$ cat src/rtl/exu_alu_arbiter.sv
// exu_alu_arbiter: shares one combinational EXU ALU between two requesters,
// with a one-entry registered response buffer per requester (one-cycle latency).
module exu_alu_arbiter #(
  parameter int XLEN  = 32,
  parameter int SEL_W = 11,
  parameter bit RR    = 1'b1
) (
  input  logic             clk,
  input  logic             rst_n,
  // requester 0 (integer pipeline)
  input  logic             r0_req_valid,
  output logic             r0_req_ready,
  input  logic [XLEN-1:0]  r0_req_a,
  input  logic [XLEN-1:0]  r0_req_b,
  input  logic [SEL_W-1:0] r0_req_sel,
  output logic             r0_rsp_valid,
  input  logic             r0_rsp_ready,
  output logic [XLEN-1:0]  r0_rsp_data,
  output logic             r0_rsp_err,
  // requester 1 (address/aux unit)
  input  logic             r1_req_valid,
  output logic             r1_req_ready,
  input  logic [XLEN-1:0]  r1_req_a,
  input  logic [XLEN-1:0]  r1_req_b,
  input  logic [SEL_W-1:0] r1_req_sel,
  output logic             r1_rsp_valid,
  input  logic             r1_rsp_ready,
  output logic [XLEN-1:0]  r1_rsp_data,
  output logic             r1_rsp_err,
  // shared ALU
  output logic [XLEN-1:0]  alu_a,
  output logic [XLEN-1:0]  alu_b,
  output logic [SEL_W-1:0] alu_sel,
  input  logic [XLEN-1:0]  alu_out
);

  localparam int NREQ = 2;

  typedef struct packed {
    logic [XLEN-1:0]  a;
    logic [XLEN-1:0]  b;
    logic [SEL_W-1:0] sel;
  } req_t;

  req_t            req [NREQ];
  logic [NREQ-1:0] req_valid;
  logic [NREQ-1:0] rsp_ready;
  logic [NREQ-1:0] elig;
  logic [NREQ-1:0] cand;
  logic [NREQ-1:0] grant;

  logic [NREQ-1:0] rsp_valid_q, rsp_valid_d;
  logic [NREQ-1:0] rsp_err_q,   rsp_err_d;
  logic [XLEN-1:0] rsp_data_q [NREQ];
  logic [XLEN-1:0] rsp_data_d [NREQ];
  logic            last_grant_q, last_grant_d;

  assign req[0]    = '{a: r0_req_a, b: r0_req_b, sel: r0_req_sel};
  assign req[1]    = '{a: r1_req_a, b: r1_req_b, sel: r1_req_sel};
  assign req_valid = {r1_req_valid, r0_req_valid};
  assign rsp_ready = {r1_rsp_ready, r0_rsp_ready};

  // A select is legal only when exactly one bit is set.
  function automatic logic sel_illegal(input logic [SEL_W-1:0] sel);
    return (sel == '0) || ((sel & (sel - SEL_W'(1))) != '0);
  endfunction

  // Arbitration: a full buffer that drains this cycle can take a new result.
  always_comb begin
    // NOTE: every variable gets a default first so no path leaves it unassigned (no latch).
    elig  = ~rsp_valid_q | rsp_ready;
    cand  = req_valid & elig;
    grant = '0;
    if (rst_n) begin
      case (cand)
        2'b01:   grant = 2'b01;
        2'b10:   grant = 2'b10;
        2'b11:   grant = (RR && !last_grant_q) ? 2'b10 : 2'b01;
        default: grant = '0;
      endcase
    end
  end

  always_comb begin
    last_grant_d = last_grant_q;
    if (grant[1])      last_grant_d = 1'b1;
    else if (grant[0]) last_grant_d = 1'b0;
  end

  // Drive the ALU from the granted request only; hold it at zero when idle.
  always_comb begin
    alu_a   = '0;
    alu_b   = '0;
    alu_sel = '0;
    for (int k = 0; k < NREQ; k++) begin
      if (grant[k]) begin
        alu_a   = req[k].a;
        alu_b   = req[k].b;
        alu_sel = req[k].sel;
      end
    end
  end

  // Response buffers: capture wins over drain, so drain+capture keeps valid high.
  always_comb begin
    rsp_valid_d = rsp_valid_q;
    rsp_err_d   = rsp_err_q;
    rsp_data_d  = rsp_data_q;
    for (int k = 0; k < NREQ; k++) begin
      if (grant[k]) begin
        rsp_valid_d[k] = 1'b1;
        rsp_data_d[k]  = alu_out;
        rsp_err_d[k]   = sel_illegal(req[k].sel);
      end else if (rsp_ready[k]) begin
        rsp_valid_d[k] = 1'b0;
      end
    end
  end

  // NOTE: state registers use non-blocking assignments so all flops update together at the edge.
  always_ff @(posedge clk or negedge rst_n) begin
    if (!rst_n) begin
      rsp_valid_q  <= '0;
      rsp_err_q    <= '0;
      last_grant_q <= 1'b1;
      // NOTE: the result buffers are reset too, because their value is architecturally visible.
      for (int k = 0; k < NREQ; k++) rsp_data_q[k] <= '0;
    end else begin
      rsp_valid_q  <= rsp_valid_d;
      rsp_err_q    <= rsp_err_d;
      last_grant_q <= last_grant_d;
      for (int k = 0; k < NREQ; k++) rsp_data_q[k] <= rsp_data_d[k];
    end
  end

  assign r0_req_ready = grant[0];
  assign r1_req_ready = grant[1];
  assign r0_rsp_valid = rsp_valid_q[0];
  assign r1_rsp_valid = rsp_valid_q[1];
  assign r0_rsp_data  = rsp_data_q[0];
  assign r1_rsp_data  = rsp_data_q[1];
  assign r0_rsp_err   = rsp_err_q[0];
  assign r1_rsp_err   = rsp_err_q[1];

  a_single_grant : assert property (@(posedge clk) disable iff (!rst_n) $onehot0(grant));

endmodule
$ cat config.mk
export PLATFORM = sky130hd
export DESIGN_NAME = exu_alu_arbiter
export DESIGN_NICKNAME = d
export VERILOG_FILES = /design/src/rtl/exu_alu_arbiter.sv
export SDC_FILE = /design/constraint.sdc
export NUM_CORES = 1
export LEC_CHECK = 0
export ABC_AREA = 1
export ABC_CLOCK_PERIOD_IN_PS = 1900
export BUFFER_PORTS_ARGS = -buffer_cell sky130_fd_sc_hd__buf_2
export CAP_MARGIN = 15
export CORE_AREA = 5 5 128 130
export CTS_CLUSTER_DIAMETER = 50
export DETAILED_ROUTE_END_ITERATION = 6
export DIE_AREA = 0 0 133 135
export GPL_TIMING_DRIVEN = 0
export PLACE_DENSITY = 0.62
export SLEW_MARGIN = 5
export SYNTH_ARGS = -nofsm -noshare
export SYNTH_HDL_FRONTEND = slang
export SYNTH_SLANG_ARGS = --single-unit
$ cat constraint.sdc
create_clock -name clk -period 1.9 [get_ports clk]
set_input_delay 0.19 -clock clk [delete_from_list [all_inputs] [get_ports clk]]
set_output_delay 0.19 -clock clk [all_outputs]
set_load 0.02 [all_outputs]
* Yosys cells after proc, flatten, opt, wreduce, memory -nomap -nowiden
Index checks and enable logic that the tools add are counted.
** Word-level totals
- Output and inout bits :: 145
- Bits in registers :: 69
- Logic and storage cells :: 41
** Cells by class
- $add $sub $neg :: 2
- Reduce and logical (&&, ||, !) cells :: 9
- Muxes and demuxes :: 15
- Equal/unequal tests :: 3
- Bitwise gates (word level) :: 5
** Operators by type and width (number)
- two-way mux 32 bit :: 4
- AND 11 bit :: 2
- zero test 11 bit :: 2
- two-way mux 11 bit :: 2
- nonzero test 11 bit :: 2
- subtractor 11 x 1 -> 11 bit, second input constant :: 2
- two-way mux 1 bit :: 6
- case mux 2 bit (3 select lines) :: 1
- nonzero test 2 bit :: 3
- == test 2 bit, second input constant :: 2
- two-way mux 2 bit :: 2
- AND 2 bit :: 1
- == test 2 x 1 -> 1 bit, second input constant :: 1
- logical OR 1 bit :: 2
- inverter 2 bit :: 1
- OR 2 bit :: 1

* Depth between registers and ports, before layout
Gate-level depths: netlist (run 1).
- Depth in word-level cells :: 8
- Gate-level depth with buffers :: 10

* Worst setup path after synthesis (run 1)
No wires, ideal clock.
- Path type :: register to output
- Start point :: register rsp_valid_q[1]
- End point :: output port alu_sel[10]
- Required time :: 1.710 ns
- Stages on the path, launching flop included :: 8
- Setup slack :: 0.296 ns
- Data arrival time :: 1.414 ns
- Cell sequence :: dfrtp_1 > nand2_2 > nand2_1 > nor2_2 > nand2_2 > buf_4 > buf_6 > o22ai_1
** Between the ends
- Longest elaborated chain between the ends :: 8
** RTL lines
- from (decl) :: RTL line 52 : logic [NREQ-1:0] rsp_valid_q, rsp_valid_d;
- from (signal assigned) :: RTL line 129 : rsp_valid_q <= rsp_valid_d;
- inverter 2 bit (*) :: RTL line 71 : elig = ~rsp_valid_q | rsp_ready;
- OR 2 bit (*) :: RTL line 71
- AND 2 bit (*) :: RTL line 72 : cand = req_valid & elig;
- == test 2 bit / == test 2 x 1 -> 1 bit (equally long branches) :: RTL line 75 : case (cand)
- case mux 2 bit (3 select lines) (*) :: RTL line 75
- two-way mux 2 bit (*) :: RTL line 74 : if (rst_n) begin
- two-way mux 11 bit :: RTL line 96 : if (grant[k]) begin
- two-way mux 11 bit (*) :: RTL line 96
- to (decl) :: RTL line 33 : output logic [SEL_W-1:0] alu_sel,
Mark *: on every way between the ends. The rest lies on a longest branch, timed or not.

* Final worst setup path (run 1)
- Start point :: register last_grant_q
- End point :: output port alu_a[13]
** Between the ends
- Longest elaborated chain between the ends :: 5
** RTL lines
- from (decl) :: RTL line 56 : logic last_grant_q, last_grant_d;
- from (signal assigned) :: RTL line 131 : last_grant_q <= last_grant_d;
- two-way mux 2 bit (*) :: RTL line 78 : 2'b11: grant = (RR && !last_grant_q) ? 2'b10 : 2'b01;
- case mux 2 bit (3 select lines) (*) :: RTL line 75
- two-way mux 2 bit (*) :: RTL line 74
- two-way mux 32 bit :: RTL line 96
- two-way mux 32 bit (*) :: RTL line 96
- to (decl) :: RTL line 31 : output logic [XLEN-1:0] alu_a,
Marks and branches as above.

==> out/results.ini, run 1 <==
[floorplan]
die_width_um=133
initial_core_util_pct=25.0
io_pins=333
die_h_um=135
die-area_um2=18000
num_rows=45
core_area_um2=15000

[route]
wire_per_inst_um=17.9
postRouteAntennaNets=0
drt-initial-drc-count=179
first_pass_iters=6
vias_per_cell=4.66
drc_errors=0
vias=4682
wirelength_um=18000

[global_routing]
grt_pass1_wl_um=26500
overflow=0
antenna_found_initial=1
grt_max_degree=45
grt_use_total_pct=18.8
grt_pass1_vias=4753

[setup_path]
start_kind=flop
reg2reg_depth=9
path_delay_family=flip-flops
cp-end-kind=output pin
worstPathCellList=nand3_2 > nand2_4 > inv_8 > buf_8 > buf_6 > a22o_1 > buf_6
slowest_stage=dfstp_2
crit_type=flop to output pin
r2r_start=rsp_valid_q[0]
max_stage_delay_ns=0.53
r2r-end=r0_rsp_data[4]
worst-endpoint-required_ns=1.71
worstPathArrival_ns=1.73
cp_max_fo=7
r2r_slack_ns=0.32
cp.buffers_inverters=4
crit_path_frequent_cell=buf_6

[timing]
final.setup_skew_ns=0.00480
final.setup.tns_ns=-0.0221
setup_viol=4
max_slew.worst_pin.slew_ns=0.502
grt_setup_unrepaired=yes
finalCriticalPeriod_ns=1.92
maxSlewViolCount=0
min_period_over_period_pct=101
relSlewSlack_pct=66.5
fmax_mhz=522
setup_slack_ns=-0.0166
hold_violations=0

[synth]
ys_ff_latch=69
synthDistinctLibCells=18
synth_cells=457
syn-num-nets=645
ys_seq_area_share_pct=46.1
syn-mean-instance-area_um2=8.21
ys.warnings.count=0
syn-cell-area_um2=3750

[pwr]
vdd_ir_drop_max_v=0.000615
static-leakage-power_nw=3.70
switchingPower_w=0.00213
internal-power_w=0.00361
switching_share_pct=37.1
seqPwrFrac_pct=34.5
combPwrFrac_pct=39.7
cellPowerDensity_nw_per_um2=888
p_clk_share_pct=25.8

[cts]
cts_tree=built
ctsLongestPathBuffers=2
clk_pin_slew_ns=0.05
numCtsBuffers=9
clk_latency_ns=0.33
htreeDepth=3
cts-root-buf=clkbuf_16
cts.sinks=69

[worst_hold_path]
hold_class=input pin to flop
hp-start=alu_out[0]
worstHoldPathCells=3
holdPathEnd=r0_rsp_data[0]

[job]
cap_violations=0

[place]
portBuffers=332
place.gp.congestion=0.908
hpwl_um=14500
dpl_cell_area_um2=5680

[outcome]
violations=setup timing
status=finished, violations left

[layout]
drive_above_1_share_pct=50.0
nets=1000
layout-area-overhead-vs-synth_pct=72.4
n_antenna_cell=0
design_area_um2=6470

==> power groups by stage <==
stage / combinational [W] / sequential [W] / clock (W)
floorplan: 0.000767 / 0.00239 / 0
global placement: 0.00208 / 0.00199 / 0
detailed placement: 0.00211 / 0.00199 / 0
CTS: 0.00227 / 0.00198 / 0.00153
global route: 0.00247 / 0.00202 / 0.00159
finish: 0.00228 / 0.00198 / 0.00148
==> layout by cell type, fill, tap and decap left out <==
cell and instances:
inv_8 1, clkbuf_4 1, inv_1 56, nor2_4 1
o21ai_0 48, buf_6 35, a22o_1 61, dlygate4sd3_1 1
buf_4 39, buf_16 1, buf_8 5, dfstp_2 1
nor2_2 1, dfrtp_1 68, o21ai_1 19, clkbuf_8 1
nand3_2 2, nand2_1 95, buf_2 288, clkbuf_16 9
buf_12 1, clkinv_2 2, nor3_1 2, nor2_1 42
nand2_4 2, nand3_1 10, clkinv_8 1, a22o_4 6
o22ai_2 8, clkbuf_1 6, nand2_2 3
==> final cells by class <==
| type | count | area, um2 |
|---|---|---|
| Tap cell | 188 | 235 |
| Clock buffer | 13 | 250 |
| Fill cell | 1527 | 8560 |
| Multi-Input combinational cell | 300 | 1730 |
| Clock inverter | 2 | 10.0 |
| Buffer | 30 | 279 |
| Sequential cell | 69 | 1730 |
| Inverter | 58 | 238 |
| Timing Repair Buffer | 344 | 2000 |
==> worst reg2reg max path, cell delays in order (launching register included) <==
cell	delay [ns]
dfrtp_1	0.38
nand2_2	0.11
nand2_2	0.07
nor2_4	0.11
nand2_4	0.10
buf_8	0.13
buf_4	0.17
buf_2	0.21
nand2_1	0.07
o21ai_0	0.08
==> worst max path at each step <==
stage	start	depth (start not counted)	end
after global routing	rsp_valid_q[0]	9	alu_a[13]
final	last_grant_q	7	alu_a[13]
after CTS	rsp_valid_q[0]	9	alu_a[16]
after floorplan	rsp_valid_q[1]	7	alu_sel[10]
after detailed placement	rst_n	8	alu_b[18]
after global placement	rst_n	8	alu_b[18]
==> kinds of logic (layout without fill, tap and decap cells) <==
logic type / Yosys count / count (layout) / share of synthesized area [%]
DFF: 69 / 69 / 46.1
buffers and inverters: 88 / 447 / 11.3
AOI/OAI and AO/OA: 142 / 142 / 25.9
and+or+nand+nor: 158 / 158 / 16.7
==> state kept, by name, indices dropped and copies added (netlist names) <==
name / cells
last_grant_q: 1
r1_rsp_data: 32
rsp_err_q: 2
r0_rsp_data: 32
rsp_valid_q: 2
==> through the flow <==
stage	instances	utilization (%)	power (W)	setup slack, ns	hold WS [ns]
finish	1004	43.0	0.00574	-0.0166	0.116
floorplan	457	-	0.00316	0.296	-0.106
global route	1004	43.0	0.00608	-0.0923	0.121
detailed placement	978	37.8	0.00409	-0.0721	0.135
global placement	977	37.6	0.00407	-1.09	0.453
CTS	1003	42.4	0.00578	-0.0392	0.102
==> cell usage after synthesis <==
master	count	share of area, %
o22ai_1	8	1.3
o21ai_1	19	2.5
nand2_1	96	9.6
nand3_1	12	1.6
clkbuf_1	3	0.30
o21ai_0	48	6.4
inv_1	56	5.6
nor2_1	42	4.2
nor3_1	2	0.27
a22o_1	67	16
buf_4	2	0.40
nor2_2	2	0.33
inv_2	2	0.20
dfstp_2	1	0.70
buf_2	16	2.1
nand2_2	4	0.67
dfrtp_1	68	45
buf_6	9	2.7
==> what timing repair did <==
action	4_1_cts	5_1_grt
hold endpoints to repair	24	0
gates cloned	4	0
hold buffers	2	0
setup endpoints to repair	75	76
pin swaps	18	4
setup buffers	4	1
gates resized for setup	100	26
==> metal layers <==
metal	routed length, um	vias up	global-route usage [%]
li1	-	2240	-
met1	7330	2181	23.4
met2	8370	232	30.5
met3	1850	27	6.78
met4	384	2	5.89
met5	13	-	0
Note: power is estimated with default switching activity, not from simulation.
==> run 2: changes to the inputs <==
Settings changed: PLACE_DENSITY 0.62 to 0.61, TNS_END_PERCENT set to 10.
==> run 2 against run 1 <==
  * The flow still finishes with violations (setup timing)
  * Clock skew is essentially flat
  * Worst hold slack lost 0.0033 ns
  * Sequential share of layout area shrank 0.86 points
  * Final cell count grew 0.70%
  * Total power grew 6.4%
  * Die area is the same
  * Flip-flop and latch count is the same
  * Global-route usage grew 0.69 points
  * Via count shrank 1.9%
  * Largest cell class unchanged
  * Largest power group unchanged
  * Highest routed layer is now met4
==> out/results.ini, run 2 (synthesized netlist as in run 1, its figures left out) <==
[setup_path]
cp_max_fo=10  ; +3
r2r_start=last_grant_q
reg2reg_depth=7  ; -2
crit_start=last_grant_q
worstPathArrival_ns=1.77  ; +0.04 ns
start_kind=flop
cp-end-kind=output pin
worst-endpoint-required_ns=1.71  ; about the same
endpoint=alu_a[15]
r2r_slack_ns=0.27  ; -0.05 ns
r2r-end=r0_rsp_data[5]
crit_type=flop to output pin

[place]
hpwl_um=15100  ; +4.3%
dp.cells=978  ; unchanged
portBuffers=332  ; unchanged
place.gp.congestion=0.913  ; +0.63%

[cts]
clk_pin_slew_ns=0.05  ; about the same
numCtsBuffers=9  ; unchanged
clk_latency_ns=0.33  ; about the same
cts_tree=built
cts-root-buf=clkbuf_16
htreeDepth=3  ; unchanged
ctsLongestPathBuffers=2  ; unchanged
cts.sinks=69  ; unchanged

[floorplan]
die_width_um=133  ; unchanged
die_h_um=135  ; unchanged
num_rows=45  ; unchanged
die-area_um2=18000  ; unchanged
io_pins=333  ; unchanged
core_area_um2=15000  ; unchanged
initial_core_util_pct=25.0  ; unchanged

[route]
postRouteAntennaNets=0  ; unchanged
vias=4591  ; -1.9%
wirelength_um=18600  ; +3.4%
vias_per_cell=4.54  ; -2.6%
drc_errors=0  ; unchanged
first_pass_iters=5  ; -1
wire_per_inst_um=18.4  ; +2.7%
drt-initial-drc-count=225  ; +26%

[timing]
setup_viol=25  ; +21
finalCriticalPeriod_ns=1.96  ; +0.0456 ns
final.setup_skew_ns=0.00453  ; -0.000264 ns
setup_slack_ns=-0.0622  ; -0.0456 ns
fmax_mhz=510  ; -2.3%
hold_violations=0  ; unchanged
relSlewSlack_pct=66.0  ; -0.50 points
maxSlewViolCount=0  ; unchanged
grt_setup_unrepaired=yes
min_period_over_period_pct=103  ; +2.4 points
max_slew.worst_pin.slew_ns=0.510  ; +0.00757 ns

[pwr]
seqPwrFrac_pct=32.3  ; -2.2 points
vdd_ir_drop_max_v=0.000685  ; +11%
switchingPower_w=0.00218  ; +2.5%
switching_share_pct=35.7  ; -1.4 points
p_clk_share_pct=29.5  ; +3.7 points
static-leakage-power_nw=3.77  ; +1.9%
cellPowerDensity_nw_per_um2=914  ; +3.0%
combPwrFrac_pct=38.2  ; -1.5 points
internal-power_w=0.00393  ; +8.7%

[outcome]
status=finished, violations left
violations=setup timing

[global_routing]
grt_pass1_vias=4572  ; -3.8%
grt_pass1_wl_um=27000  ; +1.6%
overflow=0  ; unchanged
grt_max_degree=36  ; -20%
antenna_found_initial=7  ; +6
grt_use_total_pct=19.5  ; +0.69 points

[layout]
layout-area-overhead-vs-synth_pct=78.2
final_common_cell=buf_2
fin_util_pct=44.5  ; +1.4 points
fill_cells=1528  ; +0.065%
final_cells=1011  ; +0.70%
layout_common_cells=289 x buf_2, 95 x nand2_1, 68 x dfrtp_1, 66 x a22o_1, 56 x inv_1
drive_above_1_share_pct=49.8  ; -0.18 points
nets=1004  ; +0.40%

[worst_hold_path]
hold_class=input pin to flop

[job]
cap_violations=0  ; unchanged

==> run 2: worst min path at each step <==
stage	endpoint	depth (start not counted)	slack, ns	start
after detailed placement	r1_rsp_data[15]	1	0.17	rst_n
after global placement	r1_rsp_data[16]	3	0.45	alu_out[16]
after CTS	r1_rsp_data[20]	3	0.10	alu_out[20]
after global routing	r0_rsp_data[18]	3	0.11	alu_out[18]
after floorplan	r0_rsp_data[0]	0	-0.11	rst_n
final	r1_rsp_data[20]	3	0.11	alu_out[20]
==> run 2: power groups by stage <==
stage	combinational (W)	clock (W)	sequential, W
2_1_floorplan	0.000767	0	0.00239
3_3_place_gp	0.00209	0	0.00198
3_5_place_dp	0.00211	0	0.00198
4_1_cts	0.00232	0.00184	0.00197
5_1_grt	0.00252	0.00192	0.00202
6_report	0.00233	0.00181	0.00197
==> run 2: cell type report <==
class | count | area [um2] | share of cell area, %
Timing Repair Buffer | 348 | 2200 | 32.9
Antenna cell | 2 | 5.00 | 0.0749
Multi-Input combinational cell | 300 | 1680 | 25.1
Clock inverter | 6 | 86.3 | 1.29
Inverter | 58 | 238 | 3.56
Buffer | 30 | 275 | 4.12
Sequential cell | 69 | 1730 | 25.9
Clock buffer | 10 | 239 | 3.58
Tap cell | 188 | 235 | 3.52
==> run 2: what timing repair did <==
| action | CTS | global route |
|---|---|---|
| hold endpoints to repair | 33 | 0 |
| resized for setup | 118 | 24 |
| hold buffers | 5 | 0 |
| gates cloned | 3 | 0 |
| endpoints found under the setup margin | 77 | 76 |
| setup buffers | 4 | 3 |
| pin swaps | 24 | 4 |
==> run 2: per-stage QoR <==
| step | total power [W] | area [um2] | setup TNS [ns] | setup WS (ns) | hold slack, ns |
|---|---|---|---|---|---|
| after floorplan | 0.00316 | 3750 | 0 | 0.296 | -0.106 |
| after global placement | 0.00407 | 5650 | -125.36 | -1.09 | 0.451 |
| after detailed placement | 0.00409 | 5670 | -24.65 | -0.412 | 0.168 |
| after CTS | 0.00613 | 6580 | -4.78 | -0.111 | 0.102 |
| after global routing | 0.00645 | 6680 | -5.55 | -0.141 | 0.112 |
| final | 0.00611 | 6680 | -0.797 | -0.0622 | 0.113 |
==> run 2: layer usage <==
layer | vias up | global-route usage, % | share of wire [%]
met1 | 2090 | 21.9 | 37
met3 | 27 | 5.85 | 8.1
li1 | 2249 | - | -
met5 | - | 0 | 0
met2 | 225 | 36.0 | 53
met4 | 0 | 4.85 | 1.8
==> run 2: critical path, stage by stage (launching register included) <==
cell     delay [ns]
dfstp_2        0.53
nand3_2        0.09
nand2_4        0.12
inv_8          0.06
buf_8          0.13
buf_6          0.13
a22o_1         0.24
buf_6          0.13
==> run 3: changes to the inputs <==
Settings changed: CORE_AREA 5 5 128 130 to 5 5 126 128, CTS_BUF_LIST set to sky130_fd_sc_hd__clkbuf_4, DIE_AREA 0 0 133 135 to 0 0 131 133, PLACE_DENSITY 0.61 to not set.
==> run 3 against run 2 <==
  * The flow still finishes with violations (setup timing)
  * Clock power down 48%
  * Setup slack worse by 0.075 ns
  * Wire length down 6.5%
==> out/results.ini, run 3 (synthesized netlist as in run 1, its figures left out) <==
[outcome]
status=finished, violations left
violations=setup timing

[layout]
fill_cells=1522  ; -0.39%
layout-area-overhead-vs-synth_pct=74.2
regArea_um2=1730  ; unchanged
multi_input_area_um2=1740  ; +3.7%
final_cells=1022  ; +1.1%
nets=1016  ; +1.2%
drive_above_1_share_pct=49.3  ; -0.54 points
fin_util_pct=44.3  ; -0.15 points
layout_common_cells=287 x buf_2, 94 x nand2_1, 68 x dfrtp_1, 63 x a22o_1, 56 x inv_1
final_common_cell=buf_2

[timing]
final.setup_skew_ns=0.0130  ; +0.00846 ns
setup_slack_ns=-0.137  ; -0.0745 ns
fmax_mhz=491  ; -3.7%
maxSlewViolCount=0  ; unchanged
min_period_over_period_pct=107  ; +3.9 points
max_slew.worst_pin.slew_ns=0.752  ; +0.243 ns
relSlewSlack_pct=49.7  ; -16 points
grt_setup_unrepaired=yes
fin_hold_ws_ns=0.0459  ; -0.0667 ns
finalCriticalPeriod_ns=2.04  ; +0.0745 ns
hold_violations=0  ; unchanged
setup_viol=72  ; +190%

[setup_path]
slowest_stage=dfstp_2
reg2reg_depth=8  ; +1
worstPathCellList=nand3_2 > nand2_4 > inv_8 > buf_6 > buf_12 > a22o_1 > buf_6
crit_start=last_grant_q
r2r_start=last_grant_q
cp.buffers_inverters=4  ; unchanged
worstPathArrival_ns=1.85  ; +0.08 ns
cp-end-kind=output pin
endpoint=alu_b[2]
r2r-end=r1_rsp_data[26]
max_stage_delay_ns=0.56  ; +0.03 ns
start_kind=flop
crit_type=flop to output pin
path_delay_family=flip-flops
r2r_slack_ns=0.19  ; -0.08 ns
crit_path_frequent_cell=buf_6
cp_max_fo=7  ; -3
worst-endpoint-required_ns=1.71  ; about the same
path_depth=7  ; unchanged

[place]
place.gp.congestion=0.942  ; +3.2%
dpl_worst_slack_ns=0.0559  ; +0.468 ns
portBuffers=332  ; unchanged
dp.cells=978  ; unchanged
hpwl_um=13900  ; -7.7%

[cts]
cts_tree=built
cts-root-buf=clkbuf_4
numCtsBuffers=9  ; unchanged
clk_pin_slew_ns=0.12  ; +0.07 ns
cts.sinks=69  ; unchanged
clk_latency_ns=0.41  ; +0.08 ns
ctsLongestPathBuffers=2  ; unchanged
htreeDepth=3  ; unchanged

[global_routing]
grt_pass1_wl_um=25300  ; -6.3%
grt_use_total_pct=18.5  ; -1.0 points
grt_pass1_vias=4626  ; +1.2%
overflow=0  ; unchanged
antenna_found_initial=2  ; -5
grt_max_degree=57  ; +58%

[route]
first_pass_iters=4  ; -1
vias_per_cell=4.53  ; -0.28%
drc_errors=0  ; unchanged
postRouteAntennaNets=0  ; unchanged
vias=4628  ; +0.81%
drt-initial-drc-count=148  ; -34%
wirelength_um=17400  ; -6.5%
wire_per_inst_um=17.0  ; -7.5%

[floorplan]
die_h_um=133  ; -1.5%
io_pins=333  ; unchanged
initial_core_util_pct=25.4  ; +0.48 points
die_width_um=131  ; -1.5%
num_rows=45  ; unchanged
core_area_um2=14800  ; -1.9%
die-area_um2=17400  ; -3.0%

[job]
cap_violations=0  ; unchanged

[worst_hold_path]
hold_class=input pin to flop
worstHoldPathCells=3  ; unchanged

[pwr]
vdd_ir_drop_max_v=0.000650  ; -5.1%
cellPowerDensity_nw_per_um2=800  ; -13%
total_power_w=0.00523  ; -14%
static-leakage-power_nw=3.70  ; -1.7%

[run 3: layout make-up]
| class | instances | area share (%) |
|---|---|---|
| antenna | 2 | 0.0766 |
| tap | 188 | 3.60 |
| buffer | 28 | 3.96 |
| timing repair buffer | 362 | 33.8 |
| multi-input combinational | 300 | 26.6 |
| inverter | 58 | 3.56 |
| sequential | 69 | 26.4 |
| clock inverter | 3 | 0.574 |
| clock buffer | 12 | 1.38 |
[run 3: how the worst min path moves through the flow]
stage | start | end
3_5_place_dp | rst_n | r0_rsp_data[25]
5_1_grt | alu_out[28] | r0_rsp_data[28]
6_report | alu_out[20] | r0_rsp_data[20]
3_3_place_gp | alu_out[21] | r1_rsp_data[21]
4_1_cts | alu_out[28] | r0_rsp_data[28]
2_1_floorplan | rst_n | r0_rsp_data[0]
[run 3: per-layer routing]
layer | vias up | track usage [%] | share of wire [%]
met5 | - | 0 | 0
met4 | 0 | 6.29 | 2.7
met3 | 33 | 5.57 | 9.4
met2 | 213 | 30.6 | 48
met1 | 2112 | 22.6 | 40
li1 | 2270 | - | -
[run 3: timing repair]
item	in CTS	in global routing
pin swaps	12	11
gates resized for setup	68	69
cloned	2	0
hold endpoints to repair	86	0
hold buffers	15	0
setup endpoints to repair	77	77
setup buffers	6	6
[run 3: where the power goes]
| part | switching, W | internal (W) | leakage, nW | total [W] |
|---|---|---|---|---|
| clock | 0.000507 | 0.000432 | 0.0725 | 0.000939 |
| sequential | 0.000179 | 0.00179 | 0.848 | 0.00197 |
| combinational | 0.00138 | 0.000940 | 2.78 | 0.00232 |
[run 3: tightest hold or removal path, cell delays in order]
cell and delay (ns):
buf_2 0.10, inv_1 0.06, o21ai_0 0.08
[run 3: metrics by stage]
step | TNS [ns] | area (um2)
2_1_floorplan | 0 | 3750
3_3_place_gp | -123.85 | 5650
3_5_place_dp | 0 | 5680
4_1_cts | -12.23 | 6270
5_1_grt | -13.02 | 6540
6_report | -4.91 | 6540
